File: src/rtl/mic_pkg.sv
// -----------------------------------------------------------------------------
// mic_pkg
// Shared definitions for the microphone frame path. The frame collector and the
// downstream adder-tree wrapper both use these.
//   NUM_CH   : microphone channels per frame
//   DATA_W   : sample width in bits (two's complement)
//   sample_t : one channel sample
//   frame_t  : one complete frame, element k is channel k
// -----------------------------------------------------------------------------
package mic_pkg;

    localparam int NUM_CH = 16;
    localparam int DATA_W = 23;

    typedef logic [DATA_W-1:0] sample_t;
    typedef sample_t           frame_t [NUM_CH];

endpackage : mic_pkg

File: src/rtl/mic_frame_collector.sv
// -----------------------------------------------------------------------------
// mic_frame_collector
// Collects a serial stream of channel samples into complete frames. Frames are
// handed to the adder tree as one parallel array. Two frame banks are used as a
// ping-pong pair, so one frame can fill while the other frame waits to be taken.
//
// Ports
//   clk, rst_n  : rising-edge clock, asynchronous active-low reset
//   s_valid     : serial sample valid
//   s_ready     : a sample can be accepted (the write bank is not full)
//   s_data      : channel sample, two's complement, stored unmodified
//   s_first     : marks the beat as channel 0 of a frame
//   m_valid     : a complete frame is presented on m_data
//   m_ready     : the adder tree takes the frame
//   m_data      : presented frame, element k is channel k
//   sync_err    : one-cycle pulse when a partial frame is discarded
//   frame_cnt   : count of frames handed off, wraps at 16 bits
// -----------------------------------------------------------------------------
module mic_frame_collector #(
    parameter int NUM_CH = mic_pkg::NUM_CH,
    parameter int DATA_W = mic_pkg::DATA_W
) (
    input  logic              clk,
    input  logic              rst_n,
    input  logic              s_valid,
    output logic              s_ready,
    input  logic [DATA_W-1:0] s_data,
    input  logic              s_first,
    output logic              m_valid,
    input  logic              m_ready,
    output logic [DATA_W-1:0] m_data [NUM_CH-1:0],
    output logic              sync_err,
    output logic [15:0]       frame_cnt
);

    localparam int              CNT_W   = (NUM_CH > 1) ? $clog2(NUM_CH) : 1;
    localparam logic [CNT_W-1:0] LAST_CH = CNT_W'(NUM_CH - 1);

    logic [DATA_W-1:0] bank [2][NUM_CH];
    logic [1:0]        full;
    logic [1:0]        full_nxt;
    logic              wr_sel;
    logic              rd_sel;
    logic [CNT_W-1:0]  ch_cnt;

    logic              accept;
    logic              consume;
    logic              last_beat;
    logic [CNT_W-1:0]  wr_ch;

    // Completion and consumption can never target the same bank: the write
    // bank is accepting, so it is not full, and the read bank is full.
    assign s_ready   = !full[wr_sel];
    assign m_valid   = full[rd_sel];
    assign accept    = s_valid && s_ready;
    assign consume   = m_valid && m_ready;

    // An s_first beat always lands in channel 0. Any partial frame already in
    // the write bank is overwritten from the start.
    assign wr_ch     = s_first ? '0 : ch_cnt;
    assign last_beat = accept && (wr_ch == LAST_CH);

    always_comb begin
        // NOTE: assign a default first so that every path drives full_nxt and
        // no latch is inferred.
        full_nxt = full;
        if (last_beat) full_nxt[wr_sel] = 1'b1;
        if (consume)   full_nxt[rd_sel] = 1'b0;
    end

    // NOTE: sequential state uses non-blocking assignments only, so every
    // flop samples values from before the edge.
    always_ff @(posedge clk or negedge rst_n) begin
        if (!rst_n) begin
            full      <= 2'b00;
            wr_sel    <= 1'b0;
            rd_sel    <= 1'b0;
            ch_cnt    <= '0;
            frame_cnt <= '0;
            sync_err  <= 1'b0;
        end else begin
            full     <= full_nxt;
            sync_err <= accept && s_first && (ch_cnt != '0);

            if (accept) begin
                if (wr_ch == LAST_CH) begin
                    ch_cnt <= '0;
                    wr_sel <= !wr_sel;
                end else begin
                    ch_cnt <= wr_ch + CNT_W'(1);
                end
            end

            if (consume) begin
                rd_sel    <= !rd_sel;
                frame_cnt <= frame_cnt + 16'd1;
            end
        end
    end

    // NOTE: the bank storage has no reset. The full flags alone define what
    // is valid, and the data is don't-care until a frame completes.
    always_ff @(posedge clk) begin
        if (accept) bank[wr_sel][wr_ch] <= s_data;
    end

    always_comb begin
        for (int k = 0; k < NUM_CH; k++) m_data[k] = bank[rd_sel][k];
    end

endmodule : mic_frame_collector

File: config.mk
export PLATFORM = sky130hd
export DESIGN_NAME = mic_frame_collector
export DESIGN_NICKNAME = d
export VERILOG_FILES = /design/src/rtl/mic_pkg.sv /design/src/rtl/mic_frame_collector.sv
export SDC_FILE = /design/constraint.sdc
export NUM_CORES = 1
export LEC_CHECK = 0
export ABC_AREA = 1
export CORE_MARGIN = 2
export CORE_UTILIZATION = 40
export CTS_CLUSTER_SIZE = 40
export DETAILED_ROUTE_END_ITERATION = 10
export PLACE_DENSITY = 0.72
export SETUP_SLACK_MARGIN = 0.1
export SLEW_MARGIN = 20
export SYNTH_ARGS = -nofsm -noshare
export SYNTH_HDL_FRONTEND = slang
export SYNTH_SLANG_ARGS = --single-unit
File: constraint.sdc
create_clock -name clk -period 2.9 [get_ports clk]
set_clock_uncertainty 0.15 [all_clocks]
set_input_delay 0.29 -clock clk [delete_from_list [all_inputs] [get_ports clk]]
set_output_delay 0.29 -clock clk [all_outputs]
set_load 0.005 [all_outputs]
# Word level (Yosys, flattened, before mapping)
# Memories as Yosys holds them, arrays and structs flattened.
# Cells that the tools add are included.
dict set report word_totals {
  output_inout_bits 387
  mem_count 1
  register_bits 25
  mem_bits_rw 736
  input_bits 28
  wordCells 49
}
dict set report classes {
  mux 16
  n_bitwise 4
  eq_ne 1
  n_reduce_logical 13
  magnitude_cmp 6
  addsub 2
}
# name depth word_bits rd rd_ports_with_merged_regs wr line_no
set mem_list {}
lappend mem_list {bank 2 368 1 0 1 mic_frame_collector.sv:39} ;# logic [DATA_W-1:0] bank [2][NUM_CH];
# op n
set op_table {}
lappend op_table {{$mux W368} 1}
lappend op_table {{$demux W23 S4} 1}
lappend op_table {{$mux W23} 1}
lappend op_table {{$add A16 B1 Y16 const B} 1}
lappend op_table {{$logic_and A1 B1 Y1} 8}
lappend op_table {{$mux W4} 2}
lappend op_table {{$mux W1} 7}
lappend op_table {{$ge A5 B5 Y1 const B} 1}
lappend op_table {{$lt A5 B1 Y1 const B} 1}
lappend op_table {{$not A4 Y5} 1}
lappend op_table {{$add A4 B1 Y4 const B} 1}
lappend op_table {{$eq A4 B4 Y1 const B} 1}
lappend op_table {{$lt A1 B2 Y1 const B} 2}
lappend op_table {{$mux W2} 2}
lappend op_table {{$reduce_bool A4 Y1} 1}
lappend op_table {{$logic_not A1 Y1} 3}
lappend op_table {{$and A2 B2 Y2} 1}
lappend op_table {{$demux W1 S1} 2}
lappend op_table {{$ge A1 B1 Y1 const B} 2}
lappend op_table {{$not A2 Y2} 1}
lappend op_table {{$or A2 B2 Y2} 1}
lappend op_table {{$reduce_and A2 Y1} 1}

# Depth between registers and ports, before layout
# Gate-level depths: netlist of run 1.
dict set report logic_depth {
  depth_word 8
  ltp_mapped 8
  mapped_depth_nobuf 8
}

# Worst setup path after synthesis of run 1
# Ideal clock, no wire load.
dict set report synth_timing {
  path_type {register to register}
  startpoint {register ch_cnt[0]}
  endpoint {memory bank[1][100] in the netlist's numbering, enable pin}
  path_slack_ns -0.224
  n_path_buf 0
  path_stages_with_launch 6
  synth_period_minus_slack_ns 3.124
  arrival_time_ns 2.542
  setup_ns 0.432
  cell_sequence {dfrtp_1 > inv_1 > nor2_1 > ha_1 > nand2_4 > nor3_1}
}
dict set report synth_via {
  elab_chain_len 7
  elab_cells_between_ends 8
  cone_classes {order compare: 2; mux: 4; bitwise: 1; reduce/logical: 1}
}
# item line_no
set synth_rtl {}
lappend synth_rtl {{from (decl)} mic_frame_collector.sv:44} ;# logic [CNT_W-1:0] ch_cnt;
lappend synth_rtl {{from (signal assigned)} mic_frame_collector.sv:90} ;# ch_cnt <= wr_ch + CNT_W'(1);
lappend synth_rtl {{$mux W4 *} mic_frame_collector.sv:60} ;# assign wr_ch = s_first ? '0 : ch_cnt;
lappend synth_rtl {{$not A4 Y5 (implied by the code) *} mic_frame_collector.sv:104} ;# if (accept) bank[wr_sel][wr_ch] <= s_data;
lappend synth_rtl {{$ge A5 B5 Y1 (implied by the code) / $lt A5 B1 Y1 (equally long branches)} mic_frame_collector.sv:104}
lappend synth_rtl {{$logic_and A1 B1 Y1 (implied by the code)} mic_frame_collector.sv:104}
lappend synth_rtl {{$mux W23 (implied by the code)} mic_frame_collector.sv:104}
lappend synth_rtl {{$demux W23 S4 *} mic_frame_collector.sv:104}
lappend synth_rtl {{$mux W368 (implied by the code) *} mic_frame_collector.sv:104}
lappend synth_rtl {{to (decl)} mic_frame_collector.sv:39}
# Mark *: on every way between the ends. The rest lies on a longest branch, timed or not.

==> run_summary.xml, run 1 <==
<?xml version="1.0" encoding="UTF-8"?>
<metrics>
  <group name="status">
    <metric name="outcome" unit="">finished, final reports clean</metric>
  </group>
  <group name="synth">
    <metric name="synth_cell_type_count" unit="">30</metric>
    <metric name="synth_cells" unit="">2151</metric>
    <metric name="synthArstFlopShare" unit="%">3.285</metric>
    <metric name="ys_seq_elements" unit="">761</metric>
    <metric name="synthesis.area" unit="sq um">28320</metric>
    <metric name="synth_enable_flop_cells" unit="">736</metric>
    <metric name="register_area_share_after_synthesis" unit="%">80.24</metric>
    <metric name="ys.warnings.count" unit="">0</metric>
    <metric name="leading_post_synthesis_cells_by_cell_area" unit="">edfxtp_1 78%, nand2_1 15%, dfrtp_1 2.2%, buf_2 1.2%, nor2_1 0.48%</metric>
    <metric name="synth_ff_type" unit="">edfxtp_1</metric>
    <metric name="synthDominantCellAreaShare" unit="%">78.03</metric>
    <metric name="largest_area_contributor_in_the_netlist" unit="">edfxtp_1</metric>
    <metric name="syn_nets" unit="">2184</metric>
    <metric name="syn_area_per_cell" unit="sq um">13.17</metric>
  </group>
  <group name="sta">
    <metric name="setup_viol" unit="">0</metric>
    <metric name="layout_worst_path_cycle_share" unit="%">97.47</metric>
    <metric name="final.hold.worst_slack" unit="ps">197.4</metric>
    <metric name="final-max-slew-violation-count" unit="">0</metric>
    <metric name="finalWorstPathRequiredPeriod" unit="ps">2827</metric>
    <metric name="max-slew-margin-rel" unit="%">28.43</metric>
    <metric name="timing_worst_slew_pin_value" unit="ps">1074</metric>
    <metric name="fmaxAchievable" unit="MHz">353.8</metric>
    <metric name="unrepaired_setup_endpoints_after_global_routing" unit="">yes</metric>
    <metric name="finalHoldViolCount" unit="">0</metric>
  </group>
  <group name="route">
    <metric name="firstDrtPassIters" unit="">6</metric>
    <metric name="route.antenna.remaining_nets" unit="">0</metric>
    <metric name="wire_per_inst" unit="microns">22.04</metric>
    <metric name="drt_iter0_drc" unit="">1983</metric>
    <metric name="post_drt_via_cell_ratio" unit="">4.981</metric>
    <metric name="routed_vias" unit="">18250</metric>
    <metric name="finalWirelength" unit="microns">80750</metric>
    <metric name="drc_errors" unit="">0</metric>
  </group>
  <group name="finish">
    <metric name="final_cell_mix" unit="">1117 x nand2_1, 736 x edfxtp_1, 299 x clkdlybuf4s50_1</metric>
    <metric name="layout.core_utilization" unit="%">53.46</metric>
    <metric name="num_antenna_cells" unit="">0</metric>
    <metric name="most_common_library_cell_in_the_layout_ignoring_fill_and_taps" unit="">nand2_1</metric>
    <metric name="area.growth.synth_to_final" unit="%">32.16</metric>
    <metric name="post_route_cells_drive_above_1_share" unit="%">12.30</metric>
    <metric name="nets" unit="">2695</metric>
  </group>
  <group name="clock_tree">
    <metric name="clockRootBuffer" unit="">clkbuf_16</metric>
    <metric name="tritoncts" unit="">built</metric>
    <metric name="clock_sinks" unit="">761</metric>
    <metric name="path_clk_slew" unit="ps">60</metric>
    <metric name="insertion_delay" unit="ps">620</metric>
    <metric name="inserted_clock_buffers" unit="">79</metric>
    <metric name="ctsLongestPathBuffers" unit="">3</metric>
    <metric name="ctsHtreeMaxLevel" unit="">3</metric>
  </group>
  <group name="setup_path">
    <metric name="r2r-start" unit="">wr_sel</metric>
    <metric name="ff_to_ff_end" unit="">bank[1][116]</metric>
    <metric name="cpMostUsedCell" unit="">nand2_1</metric>
    <metric name="cp_data_arrival_time" unit="ps">2390</metric>
    <metric name="ff2ff_setup_slack" unit="ps">660</metric>
    <metric name="timing.critical_path.from_type" unit="">flop</metric>
    <metric name="rr_worst_depth" unit="">9</metric>
    <metric name="top_cell_family_by_delay_on_the_critical_path" unit="">buffers and inverters</metric>
    <metric name="required" unit="ps">2460</metric>
    <metric name="worstPathMaxFanout" unit="">11</metric>
    <metric name="worstSetupPathType" unit="">reg -&gt; out</metric>
    <metric name="critPathSlowestCell" unit="">dfrtp_4</metric>
    <metric name="critical_path.max_stage_delay" unit="ps">570</metric>
    <metric name="critPathBufInv" unit="">4</metric>
    <metric name="worstSetupEndpointType" unit="">output port</metric>
    <metric name="crit_path_cell_trace" unit="">clkinv_8, buf_16, buf_4, nand2_1, nand2_1, clkdlybuf4s50_1</metric>
  </group>
  <group name="global_routing">
    <metric name="gr-total-overflow" unit="">0</metric>
    <metric name="number_of_antenna_violations_at_the_first_check_in_global_routing" unit="">3</metric>
    <metric name="grt_util_all_layers" unit="%">21.36</metric>
    <metric name="grt_pass1_wl" unit="microns">114800</metric>
    <metric name="grt_pass1_vias" unit="">17740</metric>
    <metric name="grt-busiest-layer" unit="">met2</metric>
    <metric name="grt.met2_usage" unit="%">35.90</metric>
    <metric name="use_met3" unit="%">4.490</metric>
    <metric name="pin_count_of_the_biggest_net_entering_global_routing" unit="">82</metric>
    <metric name="globalRouteMet1Util" unit="%">27.69</metric>
  </group>
  <group name="min_path">
    <metric name="worst_hold_path.endpoint" unit="">bank[0][236]</metric>
    <metric name="min_delay_path_depth" unit="">1</metric>
    <metric name="min-delay-path-class" unit="">in -&gt; reg</metric>
    <metric name="min-delay-start" unit="">s_data[6]</metric>
  </group>
  <group name="die">
    <metric name="floorplan.initialDensity" unit="%">40.45</metric>
    <metric name="die_width" unit="microns">270.1</metric>
    <metric name="floorplan.rows" unit="">97</metric>
    <metric name="coreArea" unit="sq um">70030</metric>
    <metric name="io_pins" unit="">415</metric>
    <metric name="die-area" unit="sq um">72960</metric>
    <metric name="die_h" unit="microns">270.1</metric>
  </group>
  <group name="placement">
    <metric name="detailed_place_hpwl" unit="microns">46360</metric>
    <metric name="place_congestion" unit="">0.8341</metric>
    <metric name="portBuffers" unit="">414</metric>
  </group>
  <group name="power_and_ir_drop">
    <metric name="irDropWorstVdd" unit="mV">0.4838</metric>
    <metric name="power.density" unit="nW/um^2">882.0</metric>
    <metric name="power_leakage" unit="nW">14.67</metric>
    <metric name="report.power.total" unit="mW">33.02</metric>
  </group>
  <group name="job">
    <metric name="cap_violations" unit="">0</metric>
  </group>
</metrics>
-- per-stage QoR --
step                setup slack (ps)  TNS, ps  std cells  cell area [sq um]
finish                         73.31        0       3664              37430
global route                  -7.089   -16.39       3664              37430
CTS                           -25.47   -314.5       3642              36970
detailed placement            -93.03    -5095       3482              34010
global placement              -33.53    -1608       3482              34010
floorplan                     -224.2   -20620       2151              28380
-- cell families after synthesis --
| logic type | count (synthesis) | share of synthesized area (%) |
|---|---|---|
| xor+xnor | 11 | 0.3401 |
| buf+inv | 117 | 1.917 |
| compound gates | 10 | 0.1899 |
| simple gates | 1247 | 17.10 |
| fa+ha+maj | 5 | 0.2209 |
| flops | 761 | 80.24 |
-- synthesized netlist by cell type (all sizes together) (2+ instances only) --
library cell and count:
ha 5, dfrtp 25, inv 32, nor2 40
nand3 13, xnor2 5, nand3b 2, buf 72
clkbuf 13, o21ai 6, nand4 2, edfxtp 736
nor3 20, nand2 1170, xor2 6, a21oi 2
-- per-layer routing --
layer  vias to the layer above  wire length [microns]
li1                       8274                      -
met1                      9042                  31920
met2                       814                  39860
met3                       119                   6854
met4                         2                   2105
met5                         -                     17
-- flip-flops by register name, indices dropped and copies added (netlist names) --
| signal | cells |
|---|---|
| sync_err | 1 |
| full | 2 |
| rd_sel | 1 |
| wr_sel | 1 |
| bank | 736 |
| ch_cnt | 4 |
| frame_cnt | 16 |
-- layout make-up --
cell class | instances | area (sq um)
inverter | 32 | 137.6
tap | 940 | 1176
clock buffer | 104 | 2166
fill | 5644 | 32590
sequential | 761 | 22730
timing repair buffer | 515 | 5489
multi-input combinational | 1273 | 5395
clock inverter | 39 | 339.1
-- worst max-delay path by stage --
stage                    from           end  slack [ps]  depth (start not counted)
floorplan           ch_cnt[0]  bank[1][100]        -220                          5
global placement      s_first  bank[1][261]         -30                          8
detailed placement    s_first  bank[0][261]         -90                          8
CTS                    rd_sel   m_data[361]         -30                          5
global route           rd_sel   m_data[153]          -7                          5
finish                 rd_sel   m_data[236]          70                          6
-- where the power goes --
| part | switching (mW) | internal (mW) |
|---|---|---|
| Combinational | 5.65 | 5.29 |
| Sequential | 0.0890 | 12.2 |
| Clock | 4.09 | 5.72 |
-- repair_timing --
item	in CTS	in global routing
endpoints found under the setup margin	369	274
resized for setup	156	31
endpoints found under the hold margin	17	0
cloned	7	10
hold buffers	2	0
pin swaps	3	0
setup buffers	8	12
No activity file was read; power rests on OpenSTA's default activity.
==> inputs of run 2 (changes only) <==
--- a/config.mk
+++ b/config.mk
@@ -10,6 +10,7 @@
 export CORE_UTILIZATION = 40
 export CTS_CLUSTER_SIZE = 40
 export DETAILED_ROUTE_END_ITERATION = 10
+export HOLD_SLACK_MARGIN = 0.05
 export PLACE_DENSITY = 0.72
 export SETUP_SLACK_MARGIN = 0.1
 export SLEW_MARGIN = 20
==> results of run 2 <==
The final DEF is identical to that of run 1; final timing and power are the same.
